===== src/rtl/opti_sos_sched.sv =====
// Time-multiplexing scheduler for one shared biquad engine: walks one sample through every section in turn.
// Latency: accept at t -> out_valid at t+2+NUM_SECTIONS*(L+1) for engine latency L; back-to-back period N*(L+1)+2.
// Backpressure: single-entry hold register; in_ready low while it is full or during flush. Output has no backpressure.
// Optional: OPTI_SCHED_STATS_EN adds sample_cnt / drop_cnt statistics ports.
module opti_sos_sched #(
   parameter int DATA_W       = 16,
   parameter int NUM_SECTIONS = 5,
   parameter int SEC_W        = 3,
   parameter int TIMEOUT      = 15
) (
   input  logic              clk,
   input  logic              rst,
   input  logic [DATA_W-1:0] in_data,
   input  logic              in_valid,
   output logic              in_ready,
   input  logic              flush,
   output logic [DATA_W-1:0] out_data,
   output logic              out_valid,
   output logic              eng_start,
   output logic [SEC_W-1:0]  eng_sec,
   output logic [DATA_W-1:0] eng_x,
   output logic              eng_clear,
   input  logic              eng_done,
   input  logic [DATA_W-1:0] eng_y,
   output logic              busy,
`ifdef OPTI_SCHED_STATS_EN
   output logic [15:0]       sample_cnt,
   output logic [7:0]        drop_cnt,
`endif
   output logic              err_timeout
);

   localparam int WCNT_W = $clog2(TIMEOUT + 1);

   typedef enum logic [2:0] {ST_IDLE, ST_ISSUE, ST_WAIT, ST_EMIT, ST_CLEAR} state_t;

   state_t              state, state_nxt;
   logic                hold_full;
   logic [DATA_W-1:0]   hold_data;
   logic [DATA_W-1:0]   cur;
   logic [DATA_W-1:0]   out_q;
   logic [SEC_W-1:0]    sec;
   logic [WCNT_W-1:0]   wcnt;
   logic                accept;
   logic                last_sec;
   logic                timeout_hit;
   logic                load;
   logic                timeout_abort;

   assign in_ready      = ~hold_full & ~flush;
   assign accept        = in_valid & in_ready;
   assign last_sec      = (sec == SEC_W'(NUM_SECTIONS - 1));
   assign timeout_hit   = (wcnt == WCNT_W'(TIMEOUT - 1));
   // Loading the held sample and declaring a timeout both yield to flush.
   assign load          = (state == ST_IDLE) & hold_full & ~flush;
   assign timeout_abort = (state == ST_WAIT) & ~eng_done & timeout_hit & ~flush;

   assign eng_sec  = sec;
   assign eng_x    = cur;
   assign out_data = out_q;
   assign busy     = (state != ST_IDLE);

   // Next-state and one-cycle strobes; flush overrides every state.
   always_comb begin
      state_nxt = state;
      eng_start = 1'b0;
      eng_clear = 1'b0;
      out_valid = 1'b0;
      case (state)
         ST_IDLE:  if (hold_full) state_nxt = ST_ISSUE;
         ST_ISSUE: begin
            eng_start = 1'b1;
            state_nxt = ST_WAIT;
         end
         ST_WAIT: begin
            if (eng_done)         state_nxt = last_sec ? ST_EMIT : ST_ISSUE;
            else if (timeout_hit) state_nxt = ST_CLEAR;
         end
         ST_EMIT: begin
            out_valid = 1'b1;
            state_nxt = ST_IDLE;
         end
         ST_CLEAR: begin
            eng_clear = 1'b1;
            state_nxt = ST_IDLE;
         end
         default:  state_nxt = ST_IDLE;
      endcase
      if (flush) state_nxt = ST_CLEAR;
   end

   // State register, hold slot, running section value and timeout watchdog.
   always_ff @(posedge clk) begin
      if (rst) begin
         state       <= ST_IDLE;
         hold_full   <= 1'b0;
         hold_data   <= '0;
         cur         <= '0;
         out_q       <= '0;
         sec         <= '0;
         wcnt        <= '0;
         err_timeout <= 1'b0;
      end else begin
         state <= state_nxt;
         if (flush || load) begin
            hold_full <= 1'b0;
         end else if (accept) begin
            hold_full <= 1'b1;
            hold_data <= in_data;
         end
         if (load) begin
            cur <= hold_data;
            sec <= '0;
         end
         if (state == ST_ISSUE) wcnt <= '0;
         if (state == ST_WAIT) begin
            if (eng_done) begin
               cur <= eng_y;
               if (!last_sec) sec <= sec + SEC_W'(1);
               else if (!flush) out_q <= eng_y;
            end else if (!timeout_hit) begin
               wcnt <= wcnt + WCNT_W'(1);
            end
         end
         if (timeout_abort) err_timeout <= 1'b1;
      end
   end

`ifdef OPTI_SCHED_STATS_EN
   logic [1:0] drop_inc;
   logic [8:0] drop_sum;

   // Samples lost this cycle: in-flight and/or held sample on flush, or the live one on timeout.
   always_comb begin
      drop_inc = 2'd0;
      if (flush)
         drop_inc = 2'({1'b0, (state == ST_ISSUE) || (state == ST_WAIT)}) + 2'({1'b0, hold_full});
      else if (timeout_abort)
         drop_inc = 2'd1;
   end

   assign drop_sum = {1'b0, drop_cnt} + {7'd0, drop_inc};

   // Emitted-sample counter wraps; drop counter saturates at 255.
   always_ff @(posedge clk) begin
      if (rst) begin
         sample_cnt <= '0;
         drop_cnt   <= '0;
      end else begin
         if (state == ST_EMIT) sample_cnt <= sample_cnt + 16'd1;
         drop_cnt <= drop_sum[8] ? 8'hFF : drop_sum[7:0];
      end
   end
`endif

endmodule


===== config.mk =====
export PLATFORM = sky130hd
export DESIGN_NAME = opti_sos_sched
export DESIGN_NICKNAME = d
export VERILOG_FILES = /design/src/rtl/opti_sos_sched.sv
export SDC_FILE = /design/constraint.sdc
export NUM_CORES = 1
export LEC_CHECK = 0
export ABC_CLOCK_PERIOD_IN_PS = 2000
export CAP_MARGIN = 20
export CORE_MARGIN = 2
export CORE_UTILIZATION = 47
export DETAILED_ROUTE_END_ITERATION = 10
export PLACE_DENSITY = 0.81
export SLEW_MARGIN = 5
export SYNTH_ARGS = -nofsm -noshare
export SYNTH_HDL_FRONTEND = slang
export SYNTH_SLANG_ARGS = --single-unit

===== constraint.sdc =====
create_clock -name clk -period 2 [get_ports clk]
set_input_delay 0.5 -clock clk [delete_from_list [all_inputs] [get_ports clk]]
set_output_delay 0.5 -clock clk [all_outputs]
set_load 0.02 [all_outputs]

==> impl_metrics.toml, run 1 <==
[clock_network]
cts_hold_buf = 0
ctsRootBufferMaster = "clkbuf_8"
cts_tree = "done"
clk_latency_ns = 0.34
post_cts.repair.setup_buffers = 0
clk_pin_slew_ns = 0.06
htree_levels = 3
cts.sinks = 60
cts.repair.resized = 6
cts_buffer_depth = 2
cts-buffers-inserted = 9

[pwr]
leakage_nw = 1.32
ir_drop_v = 0.000442
power_density_mw_per_mm2 = 667
p_total_mw = 2.54

[drt]
met2_length_mm = 3.44
dr.pass1.iters = 4
vias = 2642
routed.top_layer = "met4"
routedWlPerCell_um = 15.0
wl_met1_mm = 2.97
drcViolationCount = 0
ant_nets = 0
drt_iter0_markers = 155
routed_via_density = 5.63
wl_met3_um = 517
finalWirelength_mm = 7.01

[synthesis]
yosys.area.top_type = "dfxtp_1"
ys_ff_latch = 60
synth_common_cells = "60 x dfxtp_1, 38 x a21oi_1, 38 x nor2_1"
synthArstFlopShare_pct = 0
syn-cell-area_mm2 = 0.00271
yosys_warnings = 0
ys_types = 48
synthesis.nets = 359
synth_area_leaders = "dfxtp_1 44%, a21oi_1 7.0%, nor2_1 5.3%, a2111oi_2 5.0%, nand2_1 5.0%"
yosysMostFrequentCell = "dfxtp_1"
synth-edff-count = 0
synth_top_area_share_pct = 44.3
synth_ff_type = "dfxtp_1"
synthCells = 318
avgSynthCellArea_um2 = 8.53
yosysSeqAreaShare_pct = 44.3

[worst_setup_path]
cp_max_fo = 16
crit_required_ns = 2.21
crit_type = "reg2reg"
startpoint_type = "flip-flop"
endpoint_kind = "flip-flop"
slowest_delay_ns = 0.54
path_cells = "buf_4 -> or4b_1 -> nand2b_4 -> a2111oi_1"
cp.arrival_ns = 2.12
crit_slowest_cell = "or4b_1"

[sta]
worst_pin_slew_ns = 0.633
timing.fmax_mhz = 524
rsz0062_at_grt = "no"
layout_min_cycle_time_ns = 1.91
finalMaxSlewViolations = 0
final.period_utilization_pct = 95.5
setup_viol = 0
relSlewSlack_pct = 57.8
hold_violations = 0
finClkSkew_ns = 0.00619

[global_routing]
grt_pass1_vias = 2443
track_usage_pct = 22.7
antenna_found_initial = 0
grt_max_degree = 41
grt_pass1_wl_mm = 11.2
overflow = 0

[layout]
layout-drive-gt1-share_pct = 12.3
num-nets-final = 434
insertedDiodeCount = 0
syn_to_final_growth_pct = 40.6
final_util_pct = 68.8

[placement]
gpl.final_weighted_congestion = 0.843
place.port_buffers = 77
dp_hpwl_mm = 4.85

[floorplanning]
initial_core_util_pct = 48.9
coreArea_mm2 = 0.00554
dieArea_mm2 = 0.00639
die_height_um = 80.0
fp-row-count = 27
die_x_um = 80.0
io_pins = 78

[run_status]
run_status = "finished, final reports clean"

[hold_path]
hold_path.class = "reg2reg"

[flow_run]
drv_cap = 0
## flip-flops by register name, summed over array words and instances (netlist names)
signal	flops
wcnt	4
state	3
err_timeout	1
eng_x	16
hold_full	1
eng_sec	3
hold_data	16
out_data	16
## through the flow
stage          setup slack, ns  TNS (ns)  hold slack [ns]  cells  cell area, um2
2_1_floorplan            0.270         0            0.437    318            2710
3_3_place_gp            -0.142     -2.92            0.443    454            3620
3_5_place_dp            -0.226     -4.18            0.447    454            3620
4_1_cts                 0.0744         0            0.457    469            3800
5_1_grt                0.00870         0            0.477    469            3810
6_report                0.0900         0            0.457    469            3810
## cell usage in the layout (no fill, tap or decap), types with 2 or more instances in the layout
| cell type | count |
|---|---|
| nor2_1 | 38 |
| a2111oi_1 | 6 |
| clkbuf_8 | 13 |
| ha_1 | 4 |
| clkdlybuf4s50_1 | 71 |
| a21oi_1 | 38 |
| nand4_1 | 16 |
| inv_1 | 5 |
| nor3_1 | 16 |
| dlygate4sd2_1 | 5 |
| a311oi_1 | 2 |
| or3_1 | 2 |
| buf_4 | 18 |
| nand3_1 | 3 |
| o31ai_1 | 16 |
| mux2i_1 | 2 |
| nor3b_1 | 3 |
| dfxtp_1 | 59 |
| buf_12 | 2 |
| a2111oi_2 | 9 |
| nand2_1 | 36 |
## kinds of logic after synthesis
logic type	Yosys count	synth area share (%)
AO/OA/AOI/OAI	82	22.4
buffers and inverters	39	6.00
AND/OR/NAND/NOR	130	24.3
flip-flops	60	44.3
multiplexers	3	1.15
adder cells (fa/ha/maj)	4	1.85
## final timing paths
kind / from / endpoint / slack [ns] / cells after the start
hold / removal: hold_data[11] / hold_data[11] / 0.46 / 2
setup / recovery: state[0] / eng_x[0] / 0.09 / 4
setup reg to reg: state[0] / eng_x[0] / 0.09 / 4
hold reg to reg: hold_data[11] / hold_data[11] / 0.46 / 2
## layer usage
metal	up-vias	global-route usage, %
met2	95	37.0
met1	1234	27.5
met5	-	0
met4	0	10.7
met3	9	6.22
li1	1304	-
## critical path: cells and delay by family (launching register included)
| kind | cells | cell delay (ns) |
|---|---|---|
| simple gates | 2 | 0.82 |
| flops | 1 | 0.36 |
| compound gates | 1 | 0.42 |
| buf+inv | 1 | 0.17 |
## final cells by class
| class | count | area [um2] |
|---|---|---|
| Sequential cell | 60 | 1200 |
| Clock buffer | 14 | 183 |
| Multi-Input combinational cell | 219 | 1370 |
| Tap cell | 72 | 90.1 |
| Clock inverter | 1 | 5.00 |
| Inverter | 6 | 22.5 |
| Fill cell | 467 | 1730 |
| Timing Repair Buffer | 97 | 935 |
## report_power, final
group | switching [mW] | internal [mW]
logic | 0.134 | 0.136
registers | 0.0184 | 1.22
clock network | 0.453 | 0.577
Note: power is estimated with default switching activity, not from simulation.
==> run 2, diff against run 1 <==
--- a/config.mk
+++ b/config.mk
@@ -5,12 +5,12 @@
 export SDC_FILE = /design/constraint.sdc
 export NUM_CORES = 1
 export LEC_CHECK = 0
-export ABC_CLOCK_PERIOD_IN_PS = 2000
 export CAP_MARGIN = 20
 export CORE_MARGIN = 2
 export CORE_UTILIZATION = 47
 export DETAILED_ROUTE_END_ITERATION = 10
 export PLACE_DENSITY = 0.81
+export SKIP_LAST_GASP = 1
 export SLEW_MARGIN = 5
 export SYNTH_ARGS = -nofsm -noshare
 export SYNTH_HDL_FRONTEND = slang
==> results of run 2 <==
Same layout as run 1: the final DEF is identical, and so are final timing and power.
==> run 3, diff against run 2 <==
--- a/config.mk
+++ b/config.mk
@@ -9,6 +9,7 @@
 export CORE_MARGIN = 2
 export CORE_UTILIZATION = 47
 export DETAILED_ROUTE_END_ITERATION = 10
+export MAX_ROUTING_LAYER = met4
 export PLACE_DENSITY = 0.81
 export SKIP_LAST_GASP = 1
 export SLEW_MARGIN = 5
==> run 3 against run 2 <==
Effect of this change:
- global-route usage rose by 0.56 points
- clock skew fell by 0.00074 ns
- routed wire length rose by 0.43%
- critical path type unchanged
- largest cell class unchanged
==> impl_metrics.toml, run 3 (synthesized netlist as in run 1, its figures left out) <==
[clock_network]
cts_buffer_depth = 2
ctsRootBufferMaster = "clkbuf_8"
cts_tree = "done"
post_cts.repair.setup_buffers = 0
clk_latency_ns = 0.34
cts-buffers-inserted = 9
cts.sinks = 60
htree_levels = 3
clk_pin_slew_ns = 0.06

[drt]
ant_nets = 0
vias = 2655
drcViolationCount = 0
drt_iter0_markers = 149
routed.top_layer = "met4"
dr.pass1.iters = 4
routedWlPerCell_um = 15.0
routed_via_density = 5.66
wl_met1_mm = 2.98
met2_length_mm = 3.44
finalWirelength_mm = 7.04
wl_met3_um = 519

[floorplanning]
io_pins = 78
initial_core_util_pct = 48.9
fp-row-count = 27
dieArea_mm2 = 0.00639
coreArea_mm2 = 0.00554
die_x_um = 80.0
die_height_um = 80.0

[global_routing]
antenna_found_initial = 0
track_usage_pct = 23.2
grt_pass1_vias = 2439
grt_pass1_wl_mm = 11.2
grt_max_degree = 41
overflow = 0

[layout]
num-nets-final = 434
fillers = 467
instances_no_fill = 469
stdcell_area_mm2 = 0.00381
final_cell_mix = "71 x clkdlybuf4s50_1, 59 x dfxtp_1, 38 x nor2_1, 38 x a21oi_1, 36 x nand2_1"
insertedDiodeCount = 0
final_common_cell = "clkdlybuf4s50_1"
syn_to_final_growth_pct = 40.6
layout-drive-gt1-share_pct = 12.3

[sta]
hold_violations = 0
layout_min_cycle_time_ns = 1.91
finClkSkew_ns = 0.00545
rsz0062_at_grt = "no"
final.period_utilization_pct = 95.4
relSlewSlack_pct = 56.9
worst_pin_slew_ns = 0.646
finalMaxSlewViolations = 0
timing.fmax_mhz = 524
finalWorstSetupSlack_ns = 0.0920
tns_ns = 0
setup_viol = 0

[hold_path]
whs_path_depth = 2
hold_path.class = "reg2reg"
hold_path_end = "hold_data[11]"
min_from = "hold_data[11]"

[flow_run]
drv_cap = 0

[worst_setup_path]
rr_worst_depth = 4
cp_max_fo = 16
crit_slowest_cell = "or4b_1"
r2r-end = "eng_x[0]"
crit_type = "reg2reg"
path_cells = "buf_4 -> or4b_1 -> nand2b_4 -> a2111oi_1"
r2r_setup_slack_ns = 0.09
cp.arrival_ns = 2.12
endpoint_kind = "flip-flop"
reg2reg_from = "state[0]"
startpoint_type = "flip-flop"
crit_required_ns = 2.21
slowest_delay_ns = 0.54

[placement]
pre_cts_slack_ns = -0.226
place.port_buffers = 77
placedInstanceArea_mm2 = 0.00362
dp_hpwl_mm = 4.85
gpl.final_weighted_congestion = 0.856
dpl.cell_count = 454

[pwr]
ir_drop_v = 0.000443
power_density_mw_per_mm2 = 668
leakage_nw = 1.32

[run_status]
run_status = "finished, final reports clean"
==> run 3: cell counts in the layout (fill, tap and decap cells not counted) <==
Identical to the previous run, type by type.
==> run 3: worst max-delay path by stage <==
stage	to	cells after the start	slack, ns	startpoint
after floorplan	wcnt[2]	4	0.27	state[0]
after global placement	hold_data[6]	5	-0.14	flush
after detailed placement	hold_data[8]	5	-0.23	flush
after CTS	eng_x[0]	4	0.07	state[0]
after global routing	eng_x[6]	4	0.01	state[0]
final	eng_x[0]	4	0.09	state[0]
==> run 3: repair_timing <==
| action | CTS | global route |
|---|---|---|
| endpoints found under the setup margin | 5 | 4 |
| gates cloned | 0 | 0 |
| resized for setup | 6 | 1 |
| hold buffers | 0 | 0 |
==> run 3: critical path, delay by kind of cell, from the launching register on <==
family,cells,cell delay [ns]
AO/OA/AOI/OAI,1,0.41
buffers and inverters,1,0.17
flip-flops,1,0.36
AND/OR/NAND/NOR,2,0.82
==> run 3: stage by stage <==
step / hold slack, ns / power (mW) / utilization [%]
2_1_floorplan: 0.437 / 1.39 / -
3_3_place_gp: 0.443 / 1.54 / 65.4
3_5_place_dp: 0.447 / 1.54 / 65.4
4_1_cts: 0.457 / 2.56 / 68.7
5_1_grt: 0.481 / 2.64 / 68.8
6_report: 0.457 / 2.55 / 68.8
==> run 3: area by class of cell <==
class	instances	area [um2]	area share (%)
Tap cell	72	90.1	2.36
Inverter	6	22.5	0.591
Clock inverter	1	5.00	0.131
Clock buffer	14	183	4.79
Sequential cell	60	1200	31.5
Multi-Input combinational cell	219	1370	36.0
Timing Repair Buffer	97	935	24.5
==> run 3: layer usage <==
layer	track usage [%]	up-vias
met4	12.2	0
met2	37.0	99
li1	-	1300
met3	4.64	10
met5	-	-
met1	27.7	1246
==> run 3: power by group <==
group | internal, mW | switching, mW
clock network | 0.577 | 0.456
registers | 1.22 | 0.0185
logic | 0.136 | 0.134
total | 1.94 | 0.608
